==> config.mk <==
export PLATFORM = sky130hd
export DESIGN_NAME = led_fader
export DESIGN_NICKNAME = d
export VERILOG_FILES = /design/src/rtl/led_pkg.sv /design/src/rtl/led_fade_channel.sv /design/src/rtl/led_fader.sv
export SDC_FILE = /design/constraint.sdc
export NUM_CORES = 1
export LEC_CHECK = 0
export CAP_MARGIN = 20
export CORE_ASPECT_RATIO = 1.4
export CORE_MARGIN = 5
export CORE_UTILIZATION = 50
export DETAILED_ROUTE_END_ITERATION = 6
export HOLD_SLACK_MARGIN = 0.03
export PLACE_DENSITY = 0.71
export SLEW_MARGIN = 25
export SYNTH_ARGS = -nofsm -noshare
export SYNTH_HDL_FRONTEND = slang
export SYNTH_SLANG_ARGS = --single-unit
export TNS_END_PERCENT = 50
==> constraint.sdc <==
create_clock -name clk -period 2 [get_ports clk]
set_input_delay 0.3 -clock clk [delete_from_list [all_inputs] [get_ports clk]]
set_output_delay 0.3 -clock clk [all_outputs]
set_load 0.02 [all_outputs]
==> src/rtl/led_pkg.sv <==
// Shared types and constants for the LED PWM fader.
package led_pkg;

  typedef enum logic [1:0] {
    ST_OFF  = 2'b00,
    ST_RISE = 2'b01,
    ST_ON   = 2'b10,
    ST_FALL = 2'b11
  } ch_state_e;

  localparam int NUM_LEDS_DEFAULT = 3;
  localparam int CLK_HZ = 50_000_000;

endpackage

==> src/rtl/led_fade_channel.sv <==
// One fade channel: ramp FSM, brightness level and PWM output flop.
// Macro LED_FADER_GAMMA_EN selects a square-law compare value.
module led_fade_channel
  import led_pkg::*;
#(
  parameter int PWM_BITS = 8
) (
  input  logic                clk,
  input  logic                rst,
  input  logic                req_i,
  input  logic                step_tick_i,
  input  logic [PWM_BITS-1:0] pwm_cnt_i,
  output logic                led_o,
  output logic                ramp_o
);

  localparam logic [PWM_BITS-1:0] MAX = '1;
  localparam logic [PWM_BITS-1:0] ONE = PWM_BITS'(1);

  ch_state_e           state_q, state_d;
  logic [PWM_BITS-1:0] level_q, level_d;
  logic [PWM_BITS-1:0] cmp;
  logic                led_q, led_d;

  // A request change wins the state; the level step keeps the old direction.
  always_comb begin
    state_d = state_q;
    level_d = level_q;
    unique case (state_q)
      ST_OFF: begin
        if (req_i) state_d = ST_RISE;
      end
      ST_RISE: begin
        if (!req_i) state_d = ST_FALL;
        if (step_tick_i) begin
          if (level_q >= MAX - ONE) begin
            level_d = MAX;
            if (req_i) state_d = ST_ON;
          end else begin
            level_d = level_q + ONE;
          end
        end
      end
      ST_ON: begin
        if (!req_i) state_d = ST_FALL;
      end
      ST_FALL: begin
        if (req_i) state_d = ST_RISE;
        if (step_tick_i) begin
          if (level_q <= ONE) begin
            level_d = '0;
            if (!req_i) state_d = ST_OFF;
          end else begin
            level_d = level_q - ONE;
          end
        end
      end
      default: state_d = ST_OFF;
    endcase
  end

`ifdef LED_FADER_GAMMA_EN
  logic [2*PWM_BITS-1:0] sq;
  assign sq  = {{PWM_BITS{1'b0}}, level_q} * {{PWM_BITS{1'b0}}, level_q};
  assign cmp = sq[2*PWM_BITS-1:PWM_BITS];
`else
  assign cmp = level_q;
`endif

  assign led_d  = (level_q == MAX) | (pwm_cnt_i < cmp);
  assign ramp_o = (state_q == ST_RISE) | (state_q == ST_FALL);
  assign led_o  = led_q;

  always_ff @(posedge clk or posedge rst) begin
    if (rst) begin
      state_q <= ST_OFF;
      level_q <= '0;
      led_q   <= 1'b0;
    end else begin
      state_q <= state_d;
      level_q <= level_d;
      led_q   <= led_d;
    end
  end

endmodule

==> src/rtl/led_fader.sv <==
// PWM cross-fader between the LED sequencer and the board pins.
// Macro LED_FADER_GAMMA_EN enables square-law brightness in each channel.
module led_fader
  import led_pkg::*;
#(
  parameter int NUM_LEDS = NUM_LEDS_DEFAULT,
  parameter int PWM_BITS = 8,
  parameter int RAMP_DIV = 48828
) (
  input  logic                clk,
  input  logic                rst,
  input  logic [NUM_LEDS-1:0] led_req,
  output logic [NUM_LEDS-1:0] led_out,
  output logic                busy
);

  localparam int PS_W = (RAMP_DIV > 1) ? $clog2(RAMP_DIV) : 1;
  localparam logic [PS_W-1:0] PS_LAST = PS_W'(RAMP_DIV - 1);

  logic [PS_W-1:0]     presc_q, presc_d;
  logic [PWM_BITS-1:0] pwm_q, pwm_d;
  logic                busy_q, busy_d;
  logic                step_tick;
  logic [NUM_LEDS-1:0] ramp;

  assign step_tick = (presc_q == PS_LAST);
  assign presc_d   = step_tick ? '0 : presc_q + PS_W'(1);
  assign pwm_d     = pwm_q + PWM_BITS'(1);
  assign busy_d    = |ramp;
  assign busy      = busy_q;

  always_ff @(posedge clk or posedge rst) begin
    if (rst) begin
      presc_q <= '0;
      pwm_q   <= '0;
      busy_q  <= 1'b0;
    end else begin
      presc_q <= presc_d;
      pwm_q   <= pwm_d;
      busy_q  <= busy_d;
    end
  end

  for (genvar i = 0; i < NUM_LEDS; i++) begin : g_ch
    led_fade_channel #(
      .PWM_BITS(PWM_BITS)
    ) u_ch (
      .clk        (clk),
      .rst        (rst),
      .req_i      (led_req[i]),
      .step_tick_i(step_tick),
      .pwm_cnt_i  (pwm_q),
      .led_o      (led_out[i]),
      .ramp_o     (ramp[i])
    );
  end

endmodule

# Word level (Yosys, flattened, before mapping)
# Cells that the tools add are included.
# Widths: inputs -> output; s select.
[op_classes]
n_mux = 43
n_eq_ne = 19
n_reduce_logical = 10
order_cmp = 9
bitwise_logic = 6
addsub = 8
[op_table]
columns = ["cell", "count"]
rows = [
  ["$mux 8", 12],
  ["$mux 2", 24],
  ["$pmux 8 s2", 3],
  ["$add 8x1->8 const B", 4],
  ["$eq 8x8->1 const B", 3],
  ["$ge 8x8->1 const B", 3],
  ["$le 8x1->1 const B", 3],
  ["$lt 8x8->1", 3],
  ["$pmux 2 s4", 3],
  ["$sub 8x1->8 const B", 3],
  ["$add 16x1->16 const B", 1],
  ["$eq 16x16->1 const B", 1],
  ["$mux 16", 1],
  ["$eq 2x2->1 const B", 6],
  ["$ne 2x2->1 const B", 6],
  ["$reduce_and 3->1", 3],
  ["$eq 2x1->1 const B", 3],
  ["$logic_not 2->1", 3],
  ["$or 1x1->1", 6],
  ["$reduce_bool 2->1", 3],
  ["$reduce_or 3->1", 1],
]
[totals]
reg_bits = 58
out_inout_bits = 4
in_bits = 5

# Longest topological paths before layout
# Gate-level depths: netlist (run 1).
[depth]
word_depth = 5
depth_mapped = 8
mapped_depth_nobuf = 7

# Hierarchy
# A second synthesis (run 1) with hierarchy kept.
[hier_totals]
cells_unflattened = 480
area_unflattened_um2 = 4479.3
[by_module_without_submodules]
columns = ["mod", "seq_area_each_um2", "cells_per_inst", "n_inst", "area_each_um2"]
rows = [
  ["led_fade_channel", 275.3, 126, 3, 1106.1],
  ["led_fader", 625.6, 102, 1, 1161.1],
]

# Worst setup path before layout (run 1)
# OpenSTA, ideal clock, no wires.
[synth_path]
path_kind = "register -> register"
from = "register g_ch[0].u_ch.level_q[0]"
to = "register g_ch[0].u_ch.level_q[6]"
setup_time_ps = 126
slack_ps = 30
stages_incl_launch_ff = 8
arrival_ps = 1844
required_time_ps = 1874
synth_period_minus_slack_ps = 1970
cell_sequence = "dfrtp_1 > clkbuf_1 > inv_1 > ha_1 > or3b_2 > nor3_1 > o21ai_0 > a221o_1"
[synth_between]
elab_chain_len = 4
word_cells_on_any_way = 9
classes_between = "add/sub: 2; order compare: 2; mux: 5"
[synth_rtl]
columns = ["element", "line_no", "rtl"]
rows = [
  ["start, declared", "led_fade_channel.sv:21", "logic [PWM_BITS-1:0] level_q, level_d;"],
  ["start signal, assigned", "led_fade_channel.sv:81", "level_q <= level_d;"],
  ["$sub 8x1->8, or another cell as far along", "led_fade_channel.sv:54", "level_d = level_q - ONE;"],
  ["$mux 8 (on tied branches)", "led_fade_channel.sv:50, led_fade_channel.sv:36", ""],
  ["$mux 8 (on tied branches)", "led_fade_channel.sv:49, led_fade_channel.sv:35", ""],
  ["$pmux 8 s2 (*)", "led_fade_channel.sv:29", "unique case (state_q)"],
]
# Mark *: on every way between the ends. The rest lies on a longest branch, timed or not. The select of a mux whose other input is x is not followed.
# A chain may end at the register's enable or synchronous reset.

# Worst setup path after layout (run 1)
[layout_path]
from = "register presc_q[6]"
to = "register g_ch[1].u_ch.state_q[0]"
[layout_between]
elab_chain_len = 3
word_cells_on_any_way = 4
classes_between = "eq/ne: 1; mux: 3"
[layout_rtl]
columns = ["element", "line_no", "rtl"]
rows = [
  ["start, declared", "led_fader.sv:20", "logic [PS_W-1:0] presc_q, presc_d;"],
  ["start signal, assigned", "led_fader.sv:38", "presc_q <= presc_d;"],
  ["$eq 16x16->1 (*)", "led_fader.sv:26", "assign step_tick = (presc_q == PS_LAST);"],
  ["$mux 2 (on tied branches)", "led_fade_channel.sv:49, led_fade_channel.sv:35", ""],
  ["$pmux 2 s4 (*)", "led_fade_channel.sv:29", ""],
  ["via g_ch[1].u_ch.state_d[0]", "led_fade_channel.sv:20", "ch_state_e state_q, state_d;"],
  ["end signal, assigned", "led_fade_channel.sv:80", "state_q <= state_d;"],
  ["end, declared", "led_fade_channel.sv:20", ""],
]
# The timed path passes the listed nets; every way through them passes the cells marked *.

==> metrics list, run 1 <==
- The number of pins with negative max-slew slack in the final report was 0.
- Counting every instance in the synthesized netlist gives 505.
- After synthesis, the netlist uses 65 different library cells.
- In this run the worst path has a maximum fanout of 16.
- Across the routed clock network, the largest skew measured is 0.00535 ns.
- Portion of the post-synthesis area used by sequential elements: 0.336
- The repair_antennas step left the layout with diodes totalling 0.
* GRT Total Usage: 0.228
- At the end of the flow, the number of nets in the layout was 587.
- Across all layers, the routed design uses 4074 vias.
- Setup repair after global routing could not meet its margin everywhere.
- Traced cell by cell, the critical path runs through or4b_4 > nor4_4 > buf_6 > nand2_4 > o311ai_1 > o21ai_1.
* Port bufs: 8
- Antenna-violating nets left: 0
- Cell at the slowest stage of the critical path: or4b_4
- CTS placed an instance of clkbuf_16 at the clock tree root.
* Detail-routed net length per standard cell: 17.2 µm
- The first detailed-routing pass ran for 7 iterations.
- At the pin with the least slew margin, the transition time is 0.616 ns.
- Pin count of the biggest net entering global routing: 23
* Critical path capture point type: flop
- Clock transition at path regs: 0.05 ns
- Setup violations remaining at the end of the flow were counted as 0.
- Worst reg2reg path startpoint: presc_q[6]
- Synthesis produced a netlist with a net count of 545.
- 9 I/O pins were placed.
- X dimension of the die: 88.5 µm
* Leak: 2.20 nW
* Count of endpoints failing hold in the final timing report: 0
* Count of flip-flops with a built-in enable after synthesis: 0
- The tightest min-delay check is of the input pin to asynchronous set/reset pin type.
* TritonCTS clock tree: built
- RR Endpoint: g_ch[1].u_ch.state_q[0]
* Max-capacitance violation count: 0
- For this run, design rule violations remaining after detail routing come to 0.
* Bufs and invs on worst path: 1
- For the worst setup path, the data arrival time is 2.17 ns.
* H-tree level count: 3
- Summed over all layers, the routed wires come to 11300 µm.
- For this block, the initial DRC count from the detailed router was 294.
- First-pass GRT wire length: 19100 µm
* Cts-stage hold buffer count: 0
* Crit path kind: flop to flop
- Area grow syn2layout: 19.0%
- Share of cells above drive strength 1: 0.161
- Place WS: -0.0736 ns
* Stages on the worst setup path: 6
* Crit-path max cell delay: 0.60 ns
* Most used DFF post-synth: dfrtp_1
- The critical path ends at g_ch[1].u_ch.state_q[0].
- Number of global-route vias before repair: 4131
- In this run the mean area of a mapped cell was 8.54 µm².
- IR analysis of the VDD net gives a maximum drop of 451 µV.
- Delay-heaviest family, CP: simple AND/OR/NAND/NOR gates
* Overall die area: 0.0106 mm²
- Setup crit start kind: flop
- Detailed placement finished with a half-perimeter wire length of 8350 µm.
- In the finished design, the share of the clock period the worst path needs comes to 0.982.
- In this run the power density over the cells is 655 mW/mm².
* Worst-case reg-to-reg path depth: 6
- For this run, the share of the core covered by cells in the final layout is 0.603.
* Floorplan Core Area: 0.00851 mm²
- Required time reported for the critical path endpoint: 2.20 ns
- The worst path in the final design needs a cycle of 1.96 ns, including I/O delays and setup.
* Detailed-route vias per instance: 6.20
* FMAX: 509 MHz
* Worst-skew pair later-pin latency: 0.34 ns
- Result of the run: completed
* Max-slew headroom at the worst pin: 0.586
- The most critical setup path has its startpoint at presc_q[6].
- During synthesis, Yosys emitted a total of 0 warnings.
* Final worst-path setup slack: 0.0363 ns
- Effective utilization at floorplan: 0.507
* Most common cell after layout, fill and taps aside: dfrtp_1
- In the synthesized netlist the async set-or-reset flop fraction comes to 1.00.
- After global routing the overflow that remains totals 0.
- Reg-to-reg setup timing slack: 0.04 ns
- Counting flops and latches in the post-synthesis netlist gives 58.
- Vertical die dimension: 120 µm
- Clock sinks: 58
- Initial antenna violation count: 0
- In this run the core area contains 40 standard-cell rows.
- Commonest non-fill, non-tap cells in the layout: 58 x dfrtp_1, 45 x buf_4, 37 x nand2_1, 36 x nor2_1, 34 x ha_1
* Clock buffers created by TritonCTS: 9
- Weighted congestion at the end of routability-driven global placement: 0.944
- Area of the mapped netlist: 0.00431 mm²
- Buffers from clock root to sink, at most: 2
[registers in the layout, summed over array words and instances, names as in the netlist]
register,cells
g_ch.u_ch.cmp,24
presc_q,16
pwm_q,8
g_ch.u_ch.state_q,6
g_ch.u_ch.led_o,3
busy,1
[final cells by class]
class / instances / area, µm²
clock buffer: 14 / 264
sequential: 58 / 1450
clock inverter: 2 / 35.0
inverter: 32 / 120
tap: 105 / 131
fill: 768 / 3380
timing repair buffer: 56 / 460
multi-input combinational: 390 / 2670
[power by group]
| part | total (mW) | switching [mW] | internal [mW] |
|---|---|---|---|
| registers | 1.28 | 0.0592 | 1.22 |
| clock network | 1.56 | 0.534 | 1.03 |
| logic | 0.514 | 0.330 | 0.184 |
[synthesized netlist by cell type (6+ instances only)]
cell | instances | area share
a21o_1 | 7 | 0.012
a21oi_1 | 26 | 0.030
a31oi_1 | 10 | 0.015
and3_1 | 12 | 0.017
clkbuf_1 | 14 | 0.012
dfrtp_1 | 58 | 0.34
ha_1 | 35 | 0.10
inv_1 | 32 | 0.028
nand2_1 | 37 | 0.032
nand3_1 | 23 | 0.027
nand4_1 | 17 | 0.025
nor2_1 | 37 | 0.032
nor3_1 | 16 | 0.019
o211ai_1 | 6 | 0.010
o21ai_0 | 29 | 0.034
o21ai_1 | 23 | 0.027
or3_1 | 7 | 0.010
xnor2_1 | 12 | 0.024
xor2_1 | 9 | 0.018
[worst min-delay path by stage]
stage	start	end	slack (ns)	cells after the start
2_1_floorplan	presc_q[0]	presc_q[0]	0.45	1
4_1_cts	rst	pwm_q[2]	0.27	2
5_1_grt	rst	presc_q[0]	0.29	2
3_5_place_dp	presc_q[13]	presc_q[13]	0.50	1
6_report	rst	pwm_q[2]	0.27	2
3_3_place_gp	presc_q[13]	presc_q[13]	0.49	1
[layer usage]
layer / part of all wire / GRT usage / vias to the layer above
met5: 0 / 0 / -
met4: 0.039 / 0.141 / 0
met3: 0.038 / 0.0288 / 38
met2: 0.51 / 0.381 / 119
met1: 0.42 / 0.272 / 1977
li1: - / - / 1940
[what timing repair did]
action | in CTS | in global routing
setup buffers | 0 | 3
pin swaps | 0 | 2
endpoints found under the setup margin | 3 | 20
gates resized for setup | 2 | 13
[cell families after synthesis]
group	count (synthesis)	share of synthesized area
adder cells (fa/ha/maj)	35	0.102
multiplexers	5	0.0122
AND/OR/NAND/NOR	188	0.238
XOR/XNOR	21	0.0426
flip-flops	58	0.336
AO/OA/AOI/OAI	141	0.212
buffers and inverters	57	0.0580
[worst reg2reg max path, stage by stage (launching register included)]
cell,delay [ns]
dfrtp_1,0.39
or4b_4,0.60
nor4_4,0.16
buf_6,0.18
nand2_4,0.14
o311ai_1,0.25
o21ai_1,0.11
[through the flow]
step	TNS (ns)	instances	power [mW]	area (µm²)	hold slack, ns
after floorplan	0	505	1.61	4310	0.448
after global placement	-0.0243	638	1.78	4750	0.485
after detailed placement	-0.143	638	1.79	4750	0.505
after CTS	-0.00872	654	3.38	5050	0.274
after global routing	-0.165	657	3.50	5130	0.292
final	0	657	3.36	5130	0.267
Note: power is estimated with default switching activity, not from simulation.
==> run 2: changes to the inputs <==
--- a/config.mk
+++ b/config.mk
@@ -7,7 +7,7 @@
 export LEC_CHECK = 0
 export CAP_MARGIN = 20
 export CORE_ASPECT_RATIO = 1.4
-export CORE_MARGIN = 5
+export CORE_MARGIN = 1.5
 export CORE_UTILIZATION = 50
 export DETAILED_ROUTE_END_ITERATION = 6
 export HOLD_SLACK_MARGIN = 0.03
==> metrics list, run 2 (same netlist as run 1, synthesis figures left out) <==
* Result of the run: finished, violations left
- The checks that failed: setup timing.
* H-tree level count: 3
* Worst-skew pair later-pin latency: 0.33 ns
- Part of the total power dissipated in sequential elements: 0.366
* Reg-to-reg setup timing slack: -0.01 ns
* Detailed-routing iteration count for the pre-antenna-repair pass: 5
- The number of antenna violations at the first check in global routing was 0.
- Max-slew headroom at the worst pin: 0.594
* Final setup viols: 3
- Once layout is complete, the utilization of the core stands at 0.646.
- STA classifies the critical path endpoint as a flop.
- Max-capacitance violation count: 0
- TritonCTS created 9 clock buffers.
- GRT Total Usage: 0.260
* Area grow syn2layout: 23.5%
* Most common cell after layout, fill and taps aside: dfrtp_1
- Count of unresolved DRC violations after routing: 0
- Detailed routing inserted a total of 4135 vias.
* Final slew viol count: 0
- TritonCTS clock tree: built
- CTS saw 58 sinks.
- Pin count of the biggest net entering global routing: 59
- Final worst-path setup slack: -0.0104 ns
* Floorplan Core Area: 0.00825 mm²
* Relative contribution of the clock network to total power: 0.462
* Fraction of met3 tracks used by global routing: 0.0597
- Io pins: 9
* Internal power: 2.49 mW
* Delay-heaviest family, CP: simple AND/OR/NAND/NOR gates
- Count of endpoints failing hold in the final timing report: 0
- The die is 113 µm tall.
* Commonest non-fill, non-tap cells in the layout: 57 x dfrtp_1, 54 x buf_4, 36 x nor2_1, 35 x nand2_1, 33 x ha_1
* Buffers from clock root to sink, at most: 2
- The cell sitting at the root of the clock tree is a clkbuf_16.
- Cell-by-cell trace of the critical path: or4b_4 > nor4_4 > buf_6 > nand2_8 > a221o_1
- The number of global-route vias before repair was 3929.
- The largest individual stage delay along the critical path comes from the cell or4b_4.
- Detailed-route vias per instance: 6.21
- The floorplan step defined a die boundary enclosing 0.00920 mm².
- The smallest clock period supported by the final layout is computed as 2.01 ns.
- Share of power burned in combinational logic: 0.172
- Row cnt: 39
* Worst Max-Slew Pin Slew: 0.604 ns
- For the worst setup path, the data required time is 2.21 ns.
* Post-DP HPWL: 7900 µm
- The total overflow left after global routing is 0.
* Detail-routed net length per standard cell: 16.9 µm
- Final Cycle Share: 1.01
* Endpoint arrival time on the critical path: 2.22 ns
* Clock transition at path regs: 0.05 ns
* Crit path kind: flop to flop
- DRC violation total after the first TritonRoute iteration: 332
- The register with the most flip-flops in the layout has 24 of them.
* Switching Power: 960 µW
* Crit-path max cell delay: 0.59 ns
- The first global-routing pass estimated 18300 µm of wire.
* Place WS: -0.162 ns
- Worst min-delay path class: input pin to asynchronous set/reset pin
- Pwr/cell area: 647 mW/mm²
- The global routing stage identified its most utilized layer as met2.
- The clock arrives with 0.00505 ns of skew.
* Antenna cells: 0
- Routed wire length: 11300 µm
- Met2 Use GR: 0.428
- The number of buffers and inverters on the critical path is 1.
- Cts-stage hold buffer count: 0
- At the end of the flow, the number of nets in the layout was 600.
* Port bufs: 8
- Measured along the x axis, the die boundary spans 81.5 µm.
- At the end of routability-driven placement, the weighted congestion stood at 0.923.
* FMAX: 497 MHz
* Worst-path fanout max: 9
- Setup repair after global routing missed its margin: yes
* Antenna-violating nets left: 0
- Share of cells above drive strength 1: 0.197
* Worst VDD drop: 648 µV
* Setup crit start kind: flop
* Effective utilization at floorplan: 0.523
- Leak: 2.30 nW
- For this run, global-route usage on met1 was measured as 0.318.
- Net Sw Frac: 0.279
-- run 2: final timing paths --
| check | start | to | depth (start not counted) |
|---|---|---|---|
| min | rst | g_ch[1].u_ch.cmp[1] | 3 |
| min in group clk | presc_q[13] | presc_q[13] | 1 |
| max reg2reg | presc_q[6] | g_ch[0].u_ch.cmp[6] | 5 |
| max | presc_q[6] | g_ch[0].u_ch.cmp[6] | 5 |
| min reg2reg | presc_q[13] | presc_q[13] | 1 |
| max in group asynchronous | rst | g_ch[0].u_ch.cmp[0] | 3 |
-- run 2: power groups by stage --
stage          Sequential [mW]  Combinational [mW]  Clock, mW
6_report                  1.26               0.591       1.59
4_1_cts                   1.26               0.530       1.62
3_5_place_dp              1.28               0.520          0
5_1_grt                   1.27               0.646       1.67
3_3_place_gp              1.28               0.517          0
2_1_floorplan             1.29               0.327          0
-- run 2: area by class of cell --
class / count / area [µm²]
Clock buffer: 13 / 270
Multi-Input combinational cell: 391 / 2750
Sequential cell: 58 / 1450
Tap cell: 102 / 128
Timing Repair Buffer: 68 / 571
Clock inverter: 2 / 35.0
Inverter: 32 / 120
Fill cell: 667 / 2920
-- run 2: tightest hold or removal path: stages --
cell and delay [ns]:
clkdlybuf4s50_1 0.42, inv_2 0.07, buf_12 0.29
-- run 2: routing by layer --
layer	share of wire	vias up	routed length, µm
met5	0	-	0
met4	0.028	0	320
met3	0.050	27	561
met2	0.51	158	5740
met1	0.41	1972	4650
li1	-	1978	-
-- run 2: per-stage QoR --
stage / area (µm²) / TNS [ns] / power (mW) / hold WS, ns / std cells
detailed placement: 4770 / -0.841 / 1.80 / 0.492 / 639
finish: 5330 / -0.0214 / 3.45 / 0.353 / 666
CTS: 5100 / 0 / 3.41 / 0.372 / 654
floorplan: 4310 / 0 / 1.61 / 0.448 / 505
global placement: 4770 / -0.411 / 1.80 / 0.483 / 639
global route: 5330 / -1.03 / 3.58 / 0.396 / 666
-- run 2: timing repair --
action,4_1_cts,5_1_grt
gates cloned,0,1
endpoints found under the hold margin,0,0
endpoints found under the setup margin,11,23
setup buffers,0,11
pin swaps,0,7
gates resized for setup,5,29
==> run 3: changes to the inputs <==
--- a/config.mk
+++ b/config.mk
@@ -12,6 +12,7 @@
 export DETAILED_ROUTE_END_ITERATION = 6
 export HOLD_SLACK_MARGIN = 0.03
 export PLACE_DENSITY = 0.71
+export RECOVER_POWER = 100
 export SLEW_MARGIN = 25
 export SYNTH_ARGS = -nofsm -noshare
 export SYNTH_HDL_FRONTEND = slang
==> metrics list, run 3 (same netlist as run 1, synthesis figures left out) <==
- For this run, the share of the core covered by cells in the final layout is 0.644.
- For this block, the initial DRC count from the detailed router was 286.
* Crit path kind: flop to flop
- The die is 113 µm tall.
- Result of the run: finished, violations left
- Entering global routing, the biggest net connects 59 pins.
* RR Endpoint: g_ch[0].u_ch.cmp[7]
* Sum of negative setup slack: -0.0293 ns
* Worst reg2reg path startpoint: presc_q[6]
- Share of cells above drive strength 1: 0.193
- The number of antenna violations at the first check in global routing is 0.
- Clock tree root driver cell: clkbuf_16
* Clock sinks: 58
- The worst setup path is launched from a flop.
- For this design, the CTS-stage hold fixing added 0 buffers.
* X dimension of the die: 81.5 µm
- Across the routed clock network, the largest skew measured is 0.00556 ns.
- Area grow syn2layout: 23.1%
* Leak: 2.30 nW
- The core region is 0.00825 mm².
- The startpoint identified for the worst hold timing path is presc_q[13].
* Endpoint arrival time on the critical path: 2.23 ns
- The H-tree generated during clock tree synthesis spans 3 levels.
- Buffers from clock root to sink, at most: 2
- Row cnt: 39
* First-pass GRT wire length: 18300 µm
- Once detail routing completed, the nets flagged for antenna violations numbered 0.
- The repair_antennas step left the layout with diodes totalling 0.
- Leaving out fill and tap cells, the most frequent cell in the layout is dfrtp_1.
- Final setup viols: 4
* Post-DP HPWL: 7900 µm
- After detailed routing, the number of remaining DRC violations is 0.
- The multi-input combinational cells in the finished layout cover a total of 0.00275 mm².
- Critical Path Source: presc_q[6]
- After detailed routing, the number of vias per cell comes to 6.18.
- The path with the worst hold slack has its endpoint at presc_q[13].
* Worst VDD drop: 645 µV
- TritonCTS clock tree: built
- At the end of the flow, the number of nets in the layout was 600.
* Total power after layout: 3.44 mW
- For this configuration, the core starts out at a cell density of 0.523.
* Port bufs: 8
* Sequential cell area: 0.00145 mm²
- The total count of hold-check failures in the final report came to 0.
- The first detailed-routing pass took 5 iterations.
- The routed design could run at a clock period as short as 2.02 ns.
- Critical path capture point type: flop
* Max-capacitance violation count: 0
- Clock transition at path regs: 0.05 ns
- The library cells used most frequently in the layout, excluding fill and tap cells, are 57 x dfrtp_1, 54 x buf_4, 36 x nor2_1, 35 x nand2_1, 34 x ha_1.
- Worst-skew pair later-pin latency: 0.33 ns
- Routed wire length: 11300 µm
- The number of global-route vias before repair came to 3929.
* Flip-flop count of the largest register, all copies and words added: 24
- Detailed routing inserted a total of 4113 vias.
- Setup repair after global routing missed its margin: yes
- Measured against its own limit, the worst slew margin works out to 0.0988.
- Clock buffers created by TritonCTS: 9
- Weighted congestion at the end of routability-driven global placement: 0.923
* Pwr/cell area: 648 mW/mm²
- Worst-path fanout max: 7
- For the pin with the worst max-slew slack, the measured transition is 1.35 ns.
- Counting instances, the worst hold path has a depth of 1.
* Worst-case reg-to-reg path depth: 7
- Dividing the final minimum period by the clock period gives 1.01.
- In this run the register-to-register setup slack is -0.02 ns.
- The number of pins with negative max-slew slack in the final report is 0.
* Io pins: 9
* Overall die area: 0.00920 mm²
- The final reports fail on setup timing.
* Required time reported for the critical path endpoint: 2.21 ns
* Final worst-path setup slack: -0.0161 ns
* Number of filler cells placed in the layout: 670
- Timing would allow up to 496 MHz.
- The worst hold path belongs to the class flop to flop.
* Leftover overflow at the end of global routing: 0
* GRT Total Usage: 0.260
- Detail-routed net length per standard cell: 16.9 µm
run 3: cell types whose count changed in the layout (fill, tap and decap cells not counted), sizes merged:
cell and delta:
clkinv +1, dlygate4sd3 +4, inv -1, clkdlybuf4s50 -4
run 3: routing by layer:
layer,vias up,GRT usage,share of wire
li1,1970,-,-
met1,1977,0.318,0.42
met2,147,0.428,0.51
met3,19,0.0597,0.044
met4,0,0.116,0.025
met5,-,0,0
run 3: repair_timing:
| item | in CTS | in global routing |
|---|---|---|
| pin swaps | 0 | 7 |
| gates cloned | 0 | 1 |
| resized for setup | 5 | 29 |
| setup endpoints to repair | 11 | 23 |
| setup buffers | 0 | 11 |
run 3: report_power, final:
part	internal, mW	total, mW	switching [mW]
Clock	1.06	1.60	0.538
Sequential	1.22	1.26	0.0384
Combinational	0.202	0.587	0.386
Total	2.48	3.44	0.963
run 3: worst max-delay path by stage:
| stage | endpoint |
|---|---|
| floorplan | g_ch[0].u_ch.cmp[6] |
| global placement | g_ch[2].u_ch.cmp[1] |
| detailed placement | g_ch[2].u_ch.cmp[2] |
| CTS | g_ch[0].u_ch.cmp[5] |
| global route | g_ch[0].u_ch.cmp[6] |
| finish | g_ch[0].u_ch.cmp[7] |
run 3: per-stage QoR:
step | setup slack (ns) | instance area, µm² | hold slack (ns) | instances
after global placement | -0.0801 | 4770 | 0.483 | 639
after global routing | -0.105 | 5310 | 0.531 | 666
after CTS | 0.00189 | 5100 | 0.372 | 654
after floorplan | 0.0300 | 4310 | 0.448 | 505
after detailed placement | -0.162 | 4770 | 0.492 | 639
final | -0.0161 | 5310 | 0.492 | 666
run 3: layout make-up:
| cell class | count | area share |
|---|---|---|
| Clock buffer | 13 | 0.0509 |
| Clock inverter | 2 | 0.00660 |
| Inverter | 32 | 0.0226 |
| Multi-Input combinational cell | 391 | 0.518 |
| Sequential cell | 58 | 0.273 |
| Tap cell | 102 | 0.0240 |
| Timing Repair Buffer | 68 | 0.105 |
run 3: critical path, stage by stage (launching register included):
cell	delay, ns
dfrtp_1	0.37
or4b_4	0.59
nor4_4	0.26
buf_6	0.22
buf_6	0.13
nand4_1	0.11
a21oi_1	0.17
a21oi_1	0.05
